--- config.mk ---
export PLATFORM = sky130hd
export DESIGN_NAME = darkflash_spi
export DESIGN_NICKNAME = d
export VERILOG_FILES = /design/src/rtl/darkflash_pkg.sv /design/src/rtl/darkspi_tick.sv /design/src/rtl/darkflash_spi.sv
export SDC_FILE = /design/constraint.sdc
export NUM_CORES = 1
export LEC_CHECK = 0
export ABC_AREA = 1
export CAP_MARGIN = 20
export CORE_MARGIN = 1.5
export CORE_UTILIZATION = 49
export CTS_CLUSTER_SIZE = 10
export DETAILED_ROUTE_END_ITERATION = 16
export GPL_TIMING_DRIVEN = 0
export HOLD_SLACK_MARGIN = 0.03
export MAX_ROUTING_LAYER = met4
export PLACE_DENSITY = 0.73
export SYNTH_ARGS = -nofsm -noshare
export SYNTH_HDL_FRONTEND = slang
export SYNTH_SLANG_ARGS = --single-unit
--- constraint.sdc ---
create_clock -name XCLK -period 1.7 [get_ports XCLK]
set_clock_uncertainty 0.15 [all_clocks]
set_input_delay 0.425 -clock XCLK [delete_from_list [all_inputs] [get_ports XCLK]]
set_output_delay 0.425 -clock XCLK [all_outputs]
set_load 0.005 [all_outputs]
--- src/rtl/darkflash_pkg.sv ---
// rtl/darkflash_pkg.sv - shared states, bit-phase sizes and helpers for the SPI flash reader
package darkflash_pkg;
  typedef enum logic [1:0] {
    IDLE  = 2'd0,
    SHIFT = 2'd1,
    DONE  = 2'd2
  } state_e;

  localparam int CMD_BITS  = 8;
  localparam int ADDR_BITS = 24;
  localparam int DATA_BITS = 32;
  localparam logic [7:0] READ_CMD_DEFAULT = 8'h03;

  // Flash streams the lowest-addressed byte first; it must land in the low lane.
  function automatic logic [31:0] bswap32(input logic [31:0] w);
    return {w[7:0], w[15:8], w[23:16], w[31:24]};
  endfunction
endpackage

--- src/rtl/darkspi_tick.sv ---
// rtl/darkspi_tick.sv - SCK half-period enable, one pulse every CLKDIV cycles
module darkspi_tick #(
  parameter int unsigned CLKDIV = 1
) (
  input  logic clk_i,
  input  logic rst_ni,
  input  logic clr_i,
  output logic tick_o
);
  localparam logic [7:0] LAST = 8'(CLKDIV - 1);

  logic [7:0] cnt_q, cnt_d;

  always_comb begin
    cnt_d = cnt_q + 8'd1;
    if (clr_i || cnt_q == LAST) begin
      cnt_d = '0;
    end
  end

  always_ff @(posedge clk_i or negedge rst_ni) begin
    if (!rst_ni) begin
      cnt_q <= '0;
    end else begin
      cnt_q <= cnt_d;
    end
  end

  assign tick_o = !clr_i && (cnt_q == LAST);
endmodule

--- src/rtl/darkflash_spi.sv ---
// rtl/darkflash_spi.sv - read-only SPI flash bridge for the memory-mapped flash window
module darkflash_spi
  import darkflash_pkg::*;
#(
  parameter int unsigned CLKDIV   = 1,
  parameter logic [7:0]  READ_CMD = READ_CMD_DEFAULT
) (
  input  logic        XCLK,
  input  logic        XRES,
  input  logic        enable,
  input  logic        RD,
  input  logic        WR,
  input  logic [31:0] addr,
  output logic [31:0] data_o,
  output logic        ready,
  output logic        busy,
  output logic        spi_cs_n,
  output logic        spi_sck,
  output logic        spi_mosi,
  input  logic        spi_miso
);
  localparam logic [6:0] HDR_BITS = 7'(CMD_BITS + ADDR_BITS);
  localparam logic [6:0] ALL_BITS = 7'(CMD_BITS + ADDR_BITS + DATA_BITS);

  state_e      state_q, state_d;
  logic [6:0]  bit_cnt_q, bit_cnt_d;
  logic        sck_q, sck_d;
  logic        cs_n_q, cs_n_d;
  logic        mosi_q, mosi_d;
  logic [31:0] tx_q, tx_d;
  logic [31:0] rx_q, rx_d;
  logic [31:0] data_q, data_d;
  logic [31:0] hdr;
  logic        tick;
  logic        unused_ok;

  assign hdr       = {READ_CMD, addr[23:2], 2'b00};
  assign unused_ok = ^{WR, addr[31:24], addr[1:0]};

  darkspi_tick #(.CLKDIV(CLKDIV)) u_tick (
    .clk_i  (XCLK),
    .rst_ni (XRES),
    .clr_i  (state_q == IDLE),
    .tick_o (tick)
  );

  always_comb begin
    state_d   = state_q;
    bit_cnt_d = bit_cnt_q;
    sck_d     = sck_q;
    cs_n_d    = cs_n_q;
    mosi_d    = mosi_q;
    tx_d      = tx_q;
    rx_d      = rx_q;
    data_d    = data_q;
    case (state_q)
      IDLE: begin
        cs_n_d    = 1'b1;
        sck_d     = 1'b0;
        mosi_d    = 1'b0;
        bit_cnt_d = '0;
        if (enable && RD) begin
          state_d = SHIFT;
          cs_n_d  = 1'b0;
          mosi_d  = hdr[31];
          tx_d    = {hdr[30:0], 1'b0};
        end
      end
      SHIFT: begin
        // One settling cycle with sck low after the last period, then deselect.
        if (bit_cnt_q == ALL_BITS && !sck_q) begin
          state_d = DONE;
          cs_n_d  = 1'b1;
          mosi_d  = 1'b0;
          data_d  = bswap32(rx_q);
        end else if (tick) begin
          if (!sck_q) begin
            sck_d     = 1'b1;
            bit_cnt_d = bit_cnt_q + 7'd1;
            if (bit_cnt_q >= HDR_BITS) begin
              rx_d = {rx_q[30:0], spi_miso};
            end
          end else begin
            sck_d = 1'b0;
            if (bit_cnt_q < HDR_BITS) begin
              mosi_d = tx_q[31];
              tx_d   = {tx_q[30:0], 1'b0};
            end else begin
              mosi_d = 1'b0;
            end
          end
        end
      end
      DONE: begin
        state_d   = IDLE;
        bit_cnt_d = '0;
      end
      default: state_d = IDLE;
    endcase
  end

  always_ff @(posedge XCLK or negedge XRES) begin
    if (!XRES) begin
      state_q   <= IDLE;
      bit_cnt_q <= '0;
      sck_q     <= 1'b0;
      cs_n_q    <= 1'b1;
      mosi_q    <= 1'b0;
      tx_q      <= '0;
      rx_q      <= '0;
      data_q    <= '0;
    end else begin
      state_q   <= state_d;
      bit_cnt_q <= bit_cnt_d;
      sck_q     <= sck_d;
      cs_n_q    <= cs_n_d;
      mosi_q    <= mosi_d;
      tx_q      <= tx_d;
      rx_q      <= rx_d;
      data_q    <= data_d;
    end
  end

  assign data_o   = data_q;
  assign ready    = (state_q == DONE);
  assign busy     = (state_q != IDLE);
  assign spi_cs_n = cs_n_q;
  assign spi_sck  = sck_q;
  assign spi_mosi = mosi_q;
endmodule

==> results of run 1 <==
[critical path: stages (launching register included)]
cell and delay (ns):
dfrtp_2 0.47, buf_6 0.14, nor2_4 0.10, nand2_4 0.09, inv_2 0.06, nand2_2 0.08, inv_2 0.08, nand2_2 0.08
nor2_4 0.17, buf_12 0.17, buf_8 0.14, nand2_1 0.07, nand2_1 0.09
[sequential cells by signal, summed over array words and instances, names as in the netlist]
register and flops:
bit_cnt_q 7, spi_cs_n 1, spi_mosi 1, rx_q 32, state_q 2, spi_sck 1
data_o 32, u_tick.cnt_q 8, tx_q 29
[synth_stat cells (5+ instances only)]
cell type,instances,area [µm²]
buf_4,5,37.5
nand4_1,30,188
buf_2,9,45.0
inv_1,22,82.6
nor3b_1,5,37.5
nor2_1,31,116
nand2_1,359,1350
clkbuf_1,14,52.6
dfrtp_1,112,2800
a21oi_1,5,25.0
nand3_1,21,105
inv_2,8,30.0
[metal layers]
layer,vias up,wire length (µm),track usage [%]
li1,2299,-,-
met1,2382,5890,30.0
met2,152,7930,40.7
met3,41,784,7.80
met4,0,472,8.51
met5,-,0,-
[stage by stage]
step | TNS, ns | cells | power [mW] | setup WS, ns
floorplan | 0 | 646 | 2.74 | 0.00443
finish | -11.84 | 935 | 6.49 | -0.278
detailed placement | -21.55 | 843 | 2.87 | -0.390
global placement | -492.71 | 842 | 2.86 | -4.21
CTS | -2.68 | 916 | 6.51 | -0.230
global route | -20.03 | 935 | 6.64 | -0.372
[repair_timing]
item                                   in CTS  in global routing
gates cloned                                5                  6
gates resized for setup                   201                174
hold buffers                                1                  0
pin swaps                                  11                 68
buffers inserted                           35                 14
endpoints found under the hold margin      56                  0
setup endpoints to repair                 138                132
[power breakdown]
group | switching [mW] | internal, mW
registers | 0.000840 | 2.69
clock network | 1.37 | 2.29
logic | 0.0651 | 0.0629
total | 1.44 | 5.05
[how the worst max path moves through the flow]
stage | from | endpoint | slack (ns) | depth (start not counted)
floorplan | bit_cnt_q[0]$_DFFE_PN0P_ | tx_q[21]$_DFFE_PN0P_ | 0.004 | 12
global placement | XRES | data_o[11]$_DFFE_PN0P_ | -4.21 | 1
global route | state_q[1]$_DFFE_PN0P_ | rx_q[17]$_DFFE_PN0P_ | -0.37 | 12
detailed placement | enable | tx_q[25]$_DFFE_PN0P_ | -0.39 | 9
finish | state_q[1]$_DFFE_PN0P_ | rx_q[17]$_DFFE_PN0P_ | -0.28 | 12
CTS | state_q[0]$_DFFE_PN0P_ | busy | -0.23 | 4
[layout make-up]
class                      instances  area [µm²]  share of cell area (%)
buffer                            29         319                    4.16
clock buffer                      18         428                    5.58
clock inverter                    14         179                    2.33
inverter                          32         134                    1.75
multi-input combinational        471        2440                    31.8
sequential                       113        2830                    36.9
tap                              133         166                    2.17
timing repair buffer             125        1170                    15.3
[cells by family after synthesis]
family	synth area share, %
buffers and inverters	5.33
xor gates and xnor gates	0.173
AOI/OAI and AO/OA	0.888
DFF	55.8
and+or+nand+nor	36.8
adders and majority gates	0.987
==> flow_summary.ini, run 1 <==
[outcome]
status = finished with violations
failed_checks = negative setup slack

[synth]
syn_nets = 688
synth.distinct_cells = 25
netlist_area_um2 = 5070
synth_seq_area_share_pct = 55.8
ys_seq_elements = 113
synth_edf_count = 0
syn_avg_cell_area_um2 = 7.85
synthArstFlopShare_pct = 100
synthCells = 646
synth_flop_cell = dfrtp_1
yosysWarnings = 0

[setup_path]
regToRegEndpoint = rx_q[17]$_DFFE_PN0P_
reg2reg_from = state_q[1]$_DFFE_PN0P_
cp-start-kind = flip-flop
r2r_slack_ns = -0.28
path_class = reg2reg
arrival_ns = 2.29
reg2reg_depth = 12
critPathCaptureType = flip-flop
crit_fanout = 7
worstPathRequired_ns = 2.01

[final_layout]
fin_area_um2 = 7670
fin_util_pct = 77.4
final_layout_size_suffix_gt1_share_pct = 36.3
layout_commonest_cell = nand2_1
diodes = 0
area_growth_pct = 51.3
layout_common_cells = nand2_1, dfrtp_1, nand2_2, buf_4, nand4_1
fin_nets = 831
n_fill_cell = 582

[routing]
initialDrtViolationCount = 323
drc = 0
vias = 4874
ant_nets = 0
wire_per_inst_um = 16.1
finalWirelength_mm = 15.1
viasPerCell = 5.21
drt-pass1-iter-count = 5

[global_routing]
grt.total_usage_pct = 25.2
grt_overflow = 0
grt_pass1_wl_mm = 21.2
antenna_found_initial = 0
grt_pass1_vias = 4538
grt_max_degree = 59

[sta]
hold_viol = 0
slew_headroom_pct = 49.8
tightest_slew_ns = 0.753
slew_viol_final = 0
period_share_pct = 116
timing.hold.ws_ns = 0.294
min_period_ns = 1.98
finalWorstSetupSlack_ns = -0.278
rsz0062_at_grt = yes
fmax_mhz = 506
finalSetupViolations = 107

[placement]
place_area_um2 = 5910
hpwl_mm = 7.63
gp_congestion = 0.808
io_buffer_count = 63

[die]
num_rows = 36
dieHeight_um = 105
start_util_pct = 51.2
core-area_um2 = 9910
io_pins = 75
die_x_um = 105
die_area_um2 = 11000

[hold_path]
hold_end = rx_q[0]$_DFFE_PN0P_
worstHoldStart = spi_miso
hold-path-cell-count = 3
hp-class = in2reg

[clocking]
cts_tree = yes
htree_levels = 4
cts.sink_count = 113
path_clk_slew_ns = 0.06
clockBufferDepth = 2
cts_root_buf = clkbuf_8
numCtsBuffers = 17
worstSkewPairLatency_ns = 0.53

[pwr]
power_density_nw_per_um2 = 846
irDropWorstVdd_mv = 0.877
leakagePower_nw = 4.41

[flow_run]
max_cap_violations = 0
Power figures use the tool's default switching activity.
==> run 2, diff against run 1 <==
CTS_CLUSTER_SIZE = 30   (was 10)
SLEW_MARGIN = 20   (was unset)
==> flow_summary.ini, run 2 (synthesis results as in run 1) <==
[outcome]
status = finished with violations
failed_checks = negative setup slack

[final_layout]
regArea_um2 = 2830
fin_area_um2 = 7740
final_cells = 946
diodes = 0
layout_common_cells = nand2_1, dfrtp_1, nand2_2, buf_4, buf_6
n_fill_cell = 593
fin_nets = 843
layout_commonest_cell = nand2_1
area_growth_pct = 52.7
multi_input_area_um2 = 2480
final_layout_size_suffix_gt1_share_pct = 39.7

[setup_path]
critical_path.startpoint = state_q[0]$_DFFE_PN0P_
crit_end = busy
reg2reg_depth = 13
r2r_slack_ns = -0.24
path_class = reg2out
regToRegEndpoint = tx_q[22]$_DFFE_PN0P_
reg2reg_from = state_q[0]$_DFFE_PN0P_
cp-start-kind = flip-flop
worstPathRequired_ns = 1.12
crit_fanout = 3
critPathCaptureType = primary output
arrival_ns = 1.37

[sta]
slew_viol_final = 0
period_share_pct = 114
finalSetupViolations = 106
slew_headroom_pct = 63.4
min_period_ns = 1.94
tightest_slew_ns = 0.549
fmax_mhz = 515
rsz0062_at_grt = yes
finalWorstSetupSlack_ns = -0.241
hold_viol = 0
finalSetupTns_ns = -11.53

[hold_path]
hp-class = in2async

[global_routing]
grtUsageMet3_pct = 6.74
grt_overflow = 0
grt.total_usage_pct = 24.7
antenna_found_initial = 0
busiest_layer = met2
grt_pass1_vias = 4527
met2_usage_pct = 40.1
grt_pass1_wl_mm = 21.0
globalRouteMet1Util_pct = 29.7
grt_max_degree = 59

[clocking]
worstSkewPairLatency_ns = 0.53
cts.sink_count = 113
cts_root_buf = clkbuf_8
clockBufferDepth = 2
path_clk_slew_ns = 0.06
cts_tree = yes
htree_levels = 4
numCtsBuffers = 17

[placement]
io_buffer_count = 63
place_ws_ns = -0.395
hpwl_mm = 7.62
place_area_um2 = 5920
gp_congestion = 0.808
dp_cells = 843

[routing]
ant_nets = 0
initialDrtViolationCount = 281
drc = 0
wire_per_inst_um = 16.1
viasPerCell = 5.23
drt-pass1-iter-count = 5
vias = 4951
finalWirelength_mm = 15.2

[pwr]
power_density_nw_per_um2 = 810
power.total_mw = 6.27
leakagePower_nw = 4.39
irDropWorstVdd_mv = 0.933

[die]
io_pins = 75
num_rows = 36
die_x_um = 105
core-area_um2 = 9910
dieHeight_um = 105
start_util_pct = 51.2
die_area_um2 = 11000

[flow_run]
max_cap_violations = 0
-- run 2: changes by cell type in the layout (fill, tap and decap cells not counted), moves of 3 or more --
cell | previous run | this run
nand2_1 | 269 | 246
clkbuf_2 | 21 | 29
nand3_4 | 5 | 2
buf_2 | 18 | 8
buf_4 | 39 | 46
buf_6 | 25 | 32
nand3_2 | 0 | 3
nand2_2 | 71 | 93
-- run 2: repair_timing --
item,CTS,global route
hold buffers,1,0
cloned,3,10
gates resized for setup,167,232
setup endpoints to repair,137,136
hold endpoints to repair,56,0
setup buffers,38,23
pin swaps,8,76
-- run 2: cell type report --
type | instances | area share, %
plain buffers | 28 | 3.90
clock buffers | 17 | 5.35
clock inverters | 14 | 2.02
inverters | 32 | 1.83
multi-input cells | 471 | 32.0
flip-flops and latches | 113 | 36.6
well taps | 133 | 2.15
repair buffers | 138 | 16.2
-- run 2: worst max-delay path, cell delays in order (launching register included) --
cell	delay, ns
dfrtp_1	0.41
buf_6	0.14
nor2_4	0.13
inv_4	0.05
buf_6	0.11
-- run 2: how the worst min path moves through the flow --
stage                               from                        end  slack (ns)  cells after the start
finish                              XRES  u_tick.cnt_q[5]$_DFF_PN0_        0.29                      2
detailed placement                  XRES  u_tick.cnt_q[5]$_DFF_PN0_        0.28                      1
global placement    tx_q[24]$_DFFE_PN0P_       tx_q[24]$_DFFE_PN0P_        0.30                      2
floorplan                           XRES   bit_cnt_q[0]$_DFFE_PN0P_       -0.02                      0
CTS                             spi_miso        rx_q[0]$_DFFE_PN0P_        0.30                      3
global route                        XRES  u_tick.cnt_q[5]$_DFF_PN0_        0.34                      2
-- run 2: per-layer routing --
metal / share of wire [%] / up-vias / wire [µm]
li1: - / 2324 / -
met2: 51 / 181 / 7800
met5: 0 / - / 0
met1: 40 / 2395 / 6150
met3: 4.6 / 51 / 706
met4: 3.9 / 0 / 590
-- run 2: stage by stage --
step / hold slack [ns] / util, %
finish: 0.287 / 78.1
global route: 0.337 / 78.1
CTS: 0.296 / 70.6
detailed placement: 0.275 / 59.7
global placement: 0.301 / 59.4
floorplan: -0.0206 / -
-- run 2: power by group --
part | internal [mW] | switching (mW)
sequential | 2.69 | 0.000868
combinational | 0.0637 | 0.0652
clock | 2.10 | 1.35
